File: config.mk
export PLATFORM = sky130hd
export DESIGN_NAME = dma_spi
export DESIGN_NICKNAME = d
export VERILOG_FILES = /design/src/rtl/dma_spi.sv
export SDC_FILE = /design/constraint.sdc
export NUM_CORES = 2
export LEC_CHECK = 0
export CAP_MARGIN = 15
export CORE_MARGIN = 1.5
export CORE_UTILIZATION = 40
export DETAILED_ROUTE_END_ITERATION = 8
export PLACE_DENSITY_LB_ADDON = 0.05
export SETUP_SLACK_MARGIN = 0.1
export SLEW_MARGIN = 15
export SYNTH_ARGS = -nofsm -noshare
export SYNTH_HDL_FRONTEND = slang
export SYNTH_SLANG_ARGS = --single-unit
File: constraint.sdc
create_clock -name clk -period 3.5 [get_ports clk]
set_input_delay 0.35 -clock clk [delete_from_list [all_inputs] [get_ports clk]]
set_output_delay 0.35 -clock clk [all_outputs]
set_load 0.005 [all_outputs]
File: src/rtl/dma_spi.sv
// SPI-slave receiver for the 408-bit timing/synthesiser control frame.
// Oversamples SCLK/CS/MOSI in the clk domain and publishes the decoded fields with one-cycle strobes.
module dma_spi (
  input  logic        clk,
  input  logic        rst_n,
  input  logic        clk_en,
  input  logic        MOSI,
  input  logic        CS,
  input  logic        SCLK,
  output logic [63:0] TIME,
  output logic        SYS_TIME_UPDATE,
  output logic [47:0] FREQ,
  output logic [47:0] FREQ_STEP,
  output logic [31:0] FREQ_RATE,
  output logic [63:0] TIME_START,
  output logic [15:0] N_impulse,
  output logic [7:0]  TYPE_impulse,
  output logic [31:0] Interval_Ti,
  output logic [31:0] Interval_Tp,
  output logic [31:0] Tblank1,
  output logic [31:0] Tblank2,
  output logic        SPI_WR,
  output logic        RESET_WCW
);

  localparam logic [8:0] FrameBits = 9'd408;
  localparam logic [8:0] CntMax    = 9'd511;

  logic [1:0]   mosiSync_q;
  logic [2:0]   sclkSync_q;
  logic [2:0]   csSync_q;
  logic [407:0] shift_q, shift_d;
  logic [8:0]   bitCnt_q, bitCnt_d;
  logic         armed_q, armed_d;

  logic [63:0]  timeVal_q;
  logic [47:0]  freq_q;
  logic [47:0]  freqStep_q;
  logic [31:0]  freqRate_q;
  logic [63:0]  timeStart_q;
  logic [15:0]  nImpulse_q;
  logic [7:0]   typeImpulse_q;
  logic [31:0]  intervalTi_q;
  logic [31:0]  intervalTp_q;
  logic [31:0]  tblank1_q;
  logic [31:0]  tblank2_q;
  logic         spiWr_q, spiWr_d;
  logic         sysTimeUpd_q, sysTimeUpd_d;
  logic         resetWcw_q, resetWcw_d;

  logic sclkRise;
  logic csRise;
  logic csFall;
  logic shiftEn;
  logic commitOk;
  logic isResetCmd;

  assign sclkRise = sclkSync_q[1] & ~sclkSync_q[2];
  assign csRise   = csSync_q[1] & ~csSync_q[2];
  assign csFall   = ~csSync_q[1] & csSync_q[2];
  // A bit arriving together with the CS release still belongs to the frame.
  assign shiftEn  = sclkRise & armed_q & (~csSync_q[1] | csRise);

  always_ff @(posedge clk or negedge rst_n) begin
    if (!rst_n) begin
      mosiSync_q <= '0;
      sclkSync_q <= '0;
      csSync_q   <= '0;
    end else if (clk_en) begin
      mosiSync_q <= {mosiSync_q[0], MOSI};
      sclkSync_q <= {sclkSync_q[1:0], SCLK};
      csSync_q   <= {csSync_q[1:0], CS};
    end
  end

  // armed_q is only set by a CS falling edge, so a frame interrupted by reset cannot commit.
  always_comb begin
    shift_d  = shift_q;
    bitCnt_d = bitCnt_q;
    armed_d  = armed_q;
    if (shiftEn) begin
      shift_d = {shift_q[406:0], mosiSync_q[1]};
      if (bitCnt_q != CntMax) bitCnt_d = bitCnt_q + 9'd1;
    end
    if (csFall) begin
      bitCnt_d = '0;
      armed_d  = 1'b1;
    end
    if (csRise) armed_d = 1'b0;
  end

  assign commitOk   = csRise & armed_q & (bitCnt_d == FrameBits);
  assign isResetCmd = (shift_d[135:128] == 8'hFF);

  always_comb begin
    spiWr_d      = commitOk & ~isResetCmd;
    sysTimeUpd_d = commitOk & ~isResetCmd & (shift_d[407:344] != 64'd0);
    resetWcw_d   = commitOk & isResetCmd;
  end

  always_ff @(posedge clk or negedge rst_n) begin
    if (!rst_n) begin
      shift_q  <= '0;
      bitCnt_q <= '0;
      armed_q  <= 1'b0;
    end else if (clk_en) begin
      shift_q  <= shift_d;
      bitCnt_q <= bitCnt_d;
      armed_q  <= armed_d;
    end
  end

  always_ff @(posedge clk or negedge rst_n) begin
    if (!rst_n) begin
      spiWr_q      <= 1'b0;
      sysTimeUpd_q <= 1'b0;
      resetWcw_q   <= 1'b0;
    end else if (clk_en) begin
      spiWr_q      <= spiWr_d;
      sysTimeUpd_q <= sysTimeUpd_d;
      resetWcw_q   <= resetWcw_d;
    end
  end

  always_ff @(posedge clk or negedge rst_n) begin
    if (!rst_n) begin
      timeVal_q     <= '0;
      freq_q        <= '0;
      freqStep_q    <= '0;
      freqRate_q    <= '0;
      timeStart_q   <= '0;
      nImpulse_q    <= '0;
      typeImpulse_q <= '0;
      intervalTi_q  <= '0;
      intervalTp_q  <= '0;
      tblank1_q     <= '0;
      tblank2_q     <= '0;
    end else if (clk_en && spiWr_d) begin
      timeVal_q     <= shift_d[407:344];
      freq_q        <= shift_d[343:296];
      freqStep_q    <= shift_d[295:248];
      freqRate_q    <= shift_d[247:216];
      timeStart_q   <= shift_d[215:152];
      nImpulse_q    <= shift_d[151:136];
      typeImpulse_q <= shift_d[135:128];
      intervalTi_q  <= shift_d[127:96];
      intervalTp_q  <= shift_d[95:64];
      tblank1_q     <= shift_d[63:32];
      tblank2_q     <= shift_d[31:0];
    end
  end

  assign TIME            = timeVal_q;
  assign FREQ            = freq_q;
  assign FREQ_STEP       = freqStep_q;
  assign FREQ_RATE       = freqRate_q;
  assign TIME_START      = timeStart_q;
  assign N_impulse       = nImpulse_q;
  assign TYPE_impulse    = typeImpulse_q;
  assign Interval_Ti     = intervalTi_q;
  assign Interval_Tp     = intervalTp_q;
  assign Tblank1         = tblank1_q;
  assign Tblank2         = tblank2_q;
  assign SPI_WR          = spiWr_q;
  assign SYS_TIME_UPDATE = sysTimeUpd_q;
  assign RESET_WCW       = resetWcw_q;

endmodule

==> impl_metrics.json <==
{
  "worst-path-buf-inv": 2,
  "drive_gt1_frac": 0.289,
  "power_density_nw_per_um2": 456,
  "syn-cell-area_um2": 38500,
  "worstHoldPathType": "input pin to asynchronous set/reset pin",
  "vias": 24000,
  "syn_inst": 3184,
  "ir_drop_uv": 321,
  "start_kind": "register",
  "synth_nets": 3194,
  "grt_first_pass_wirelength_um": 145000,
  "ys_seq_elements": 837,
  "yosys-top-cells-area": "dfrtp_1, mux2_4, mux2_2",
  "netlist.area_leader.share": 0.544,
  "arrival_ns": 3.78,
  "clk_pin_slew_ns": 0.06,
  "dr.pass1.iters": 5,
  "die_y_um": 313,
  "r2r_setup_slack_ns": 0.25,
  "cts-root-buf": "clkbuf_16",
  "start_util": 0.404,
  "pre_cts_ws_ns": 0.0361,
  "drt-total-wl_um": 90300,
  "ios": 417,
  "slew_headroom": 0.223,
  "crit_start": "csSync_q[1]$_DFFE_PN0P_",
  "synth_xor_area_frac": 0,
  "skew_ns": 0.0317,
  "drt_iter0_drc": 1482,
  "finalHoldViolCount": 0,
  "status": "finished clean",
  "synthAdderAreaFrac": 0.00130,
  "tns_ns": 0,
  "required_ns": 4.03,
  "path_cells": "ha_1, and4bb_4, o2111ai_2, mux2i_1, nor4_2, and4_4, buf_12, buf_12, mux2_4",
  "grt_max_degree": 208,
  "fin_crit_ns": 3.25,
  "finalSetupViolCount": 0,
  "synth-edff-count": 0,
  "yosysTopAreaCell": "dfrtp_1",
  "clock.fmax_ghz": 0.307,
  "path_max_fanout": 58,
  "dp_hpwl_um": 59100,
  "clk_latency_ns": 0.66,
  "grt_pass1_vias": 24500,
  "syn_avg_cell_area_um2": 12.1,
  "p_leak_nw": 23.7,
  "core_um2": 95200,
  "tightest_slew_ns": 1.17,
  "r2r_start": "csSync_q[1]$_DFFE_PN0P_",
  "end_kind": "register",
  "cap_violations": 0,
  "cpPeakStageDelay_ns": 0.42,
  "cpMaxStageDelayCell": "and4bb_4",
  "vias_per_cell": 4.88,
  "die_area_um2": 98100,
  "worstSetupPathType": "register to register",
  "grt.total_usage": 0.185,
  "setup_ws_ns": 0.246,
  "final-max-slew-violation-count": 0,
  "rows": 113,
  "utilization": 0.493,
  "ys.flop_type": "dfrtp_1",
  "synth_top_family_by_area": "multiplexers",
  "syn_to_final_growth_pct": 21.9,
  "cts_made_buffers": 95,
  "synthArstFlopShare": 1.00,
  "rsz0062_at_grt": "no",
  "synthMuxAreaShare": 0.281,
  "path_delay_family": "simple AND/OR/NAND/NOR gates",
  "htree_levels": 3,
  "drc": 0,
  "wl_per_cell_um": 18.4,
  "port_buffers": 416,
  "cpMostUsedCell": "buf_12",
  "routabilityCongestion": 0.790,
  "ys_seq_area_frac": 0.544,
  "grt_antenna_before_repair": 0,
  "synth_compound_area_frac": 0.00576,
  "cts_max_path_buffers": 3,
  "synth-simple-area-share": 0.130,
  "fin_nets": 3593,
  "ant_nets": 0,
  "yosys_warnings": 0,
  "finalCritPeriodShare": 0.930,
  "clock-sinks": 837,
  "grt_overflow_total": 0,
  "yosysUniqueCellTypes": 46,
  "cts_tree": "done",
  "die_w_um": 313
}
## placed cells by master (no fill, tap or decap), drive strengths merged, types with 8 or more instances in the layout
cell,n
clkdlybuf4s50,415
nand2,1237
clkbuf,137
clkinv,20
bufinv,10
buf,73
dfrtp,837
nor4,19
mux2,824
o21ai,8
## layer usage
layer	routed length, um	global-route usage	vias up
li1	-	-	11400
met1	42200	0.258	12100
met2	42500	0.295	445
met3	3340	0.0326	124
met4	2280	0.0526	0
met5	0	0	-
## area by class of cell
| class | count | area, um2 |
|---|---|---|
| diodes | 1 | 2.50 |
| clock buffers | 137 | 2790 |
| clock inverters | 32 | 439 |
| fillers | 8403 | 48200 |
| inverters | 3 | 11.3 |
| multi-input cells | 2157 | 16100 |
| flip-flops and latches | 837 | 20900 |
| well taps | 1265 | 1580 |
| repair buffers | 489 | 5040 |
## worst paths after layout
kind	end	cells after the start
min in group clk	csSync_q[0]$_DFFE_PN0P_	2
max	FREQ_STEP[31]$_DFFE_PN0P_	9
min reg2reg	RESET_WCW$_DFFE_PN0P_	1
max reg2reg	FREQ_STEP[31]$_DFFE_PN0P_	9
min	Interval_Tp[15]$_DFFE_PN0P_	2
max in group asynchronous	shift_q[354]$_DFFE_PN0P_	4
## report_power, final
group / switching (W) / internal (W) / total [W]
sequential: 0.0000630 / 0.00974 / 0.00980
clock: 0.00404 / 0.00624 / 0.0103
combinational: 0.00101 / 0.000313 / 0.00132
## flip-flops by register name, summed over array words and instances, names as in the netlist
register / flops
Interval_Tp: 32
SPI_WR: 1
FREQ_STEP: 48
armed_q: 1
shift_q: 408
N_impulse: 16
TIME_START: 64
bitCnt_q: 9
FREQ: 48
csSync_q: 3
Interval_Ti: 32
TIME: 64
RESET_WCW: 1
TYPE_impulse: 8
Tblank2: 32
sclkSync_q: 3
SYS_TIME_UPDATE: 1
Tblank1: 32
FREQ_RATE: 32
mosiSync_q: 2
## through the flow
step / area (um2) / instances / power (W) / hold slack, ns
2_1_floorplan: 38500 / 3184 / 0.0108 / 0.0544
3_5_place_dp: 43700 / 4750 / 0.0113 / 0.418
4_1_cts: 46900 / 4920 / 0.0218 / 0.281
6_report: 46900 / 4921 / 0.0214 / 0.302
3_3_place_gp: 43700 / 4750 / 0.0113 / 0.409
5_1_grt: 46900 / 4920 / 0.0223 / 0.307
## synth_stat cells (2+ instances only)
| library cell | n |
|---|---|
| a211o_1 | 2 |
| nand3_1 | 6 |
| a32o_1 | 2 |
| o21ai_0 | 8 |
| buf_4 | 3 |
| inv_1 | 3 |
| a21oi_1 | 6 |
| nand2b_1 | 2 |
| nand4_1 | 5 |
| nor2b_1 | 2 |
| mux2i_1 | 2 |
| ha_1 | 4 |
| buf_2 | 2 |
| a31oi_1 | 3 |
| and3_1 | 4 |
| nor4_1 | 18 |
| or4_1 | 2 |
| dfrtp_1 | 837 |
| clkbuf_1 | 123 |
| nand2_1 | 1237 |
| nor2_1 | 6 |
| mux2_4 | 398 |
| a311oi_1 | 2 |
| mux2_2 | 426 |
| nor3_1 | 2 |
| and4_1 | 3 |
| buf_12 | 44 |
| buf_1 | 14 |
## logic make-up (layout without fill, tap and decap cells)
group / after synthesis / after routing
DFF: 837 / 837
muxes: 826 / 826
other: 0 / 1
and+or+nand+nor: 1295 / 1295
AOI/OAI and AO/OA: 32 / 32
buffers and inverters: 190 / 661
adders and majority gates: 4 / 4
## worst reg2reg max path, delay by kind of cell (launching register included)
kind / cells / cell delay, ns
compound gates: 1 / 0.13
fa+ha+maj: 1 / 0.22
buf+inv: 2 / 0.58
flops: 1 / 0.41
mux: 2 / 0.60
simple gates: 3 / 1.21
## repair_timing
| item | in CTS | in global routing |
|---|---|---|
| setup buffers | 0 | 0 |
| hold endpoints to repair | 64 | 0 |
| setup endpoints to repair | 52 | 0 |
| hold buffers | 1 | 0 |
| gates resized for setup | 1 | 0 |
Power figures use the tool's default switching activity.
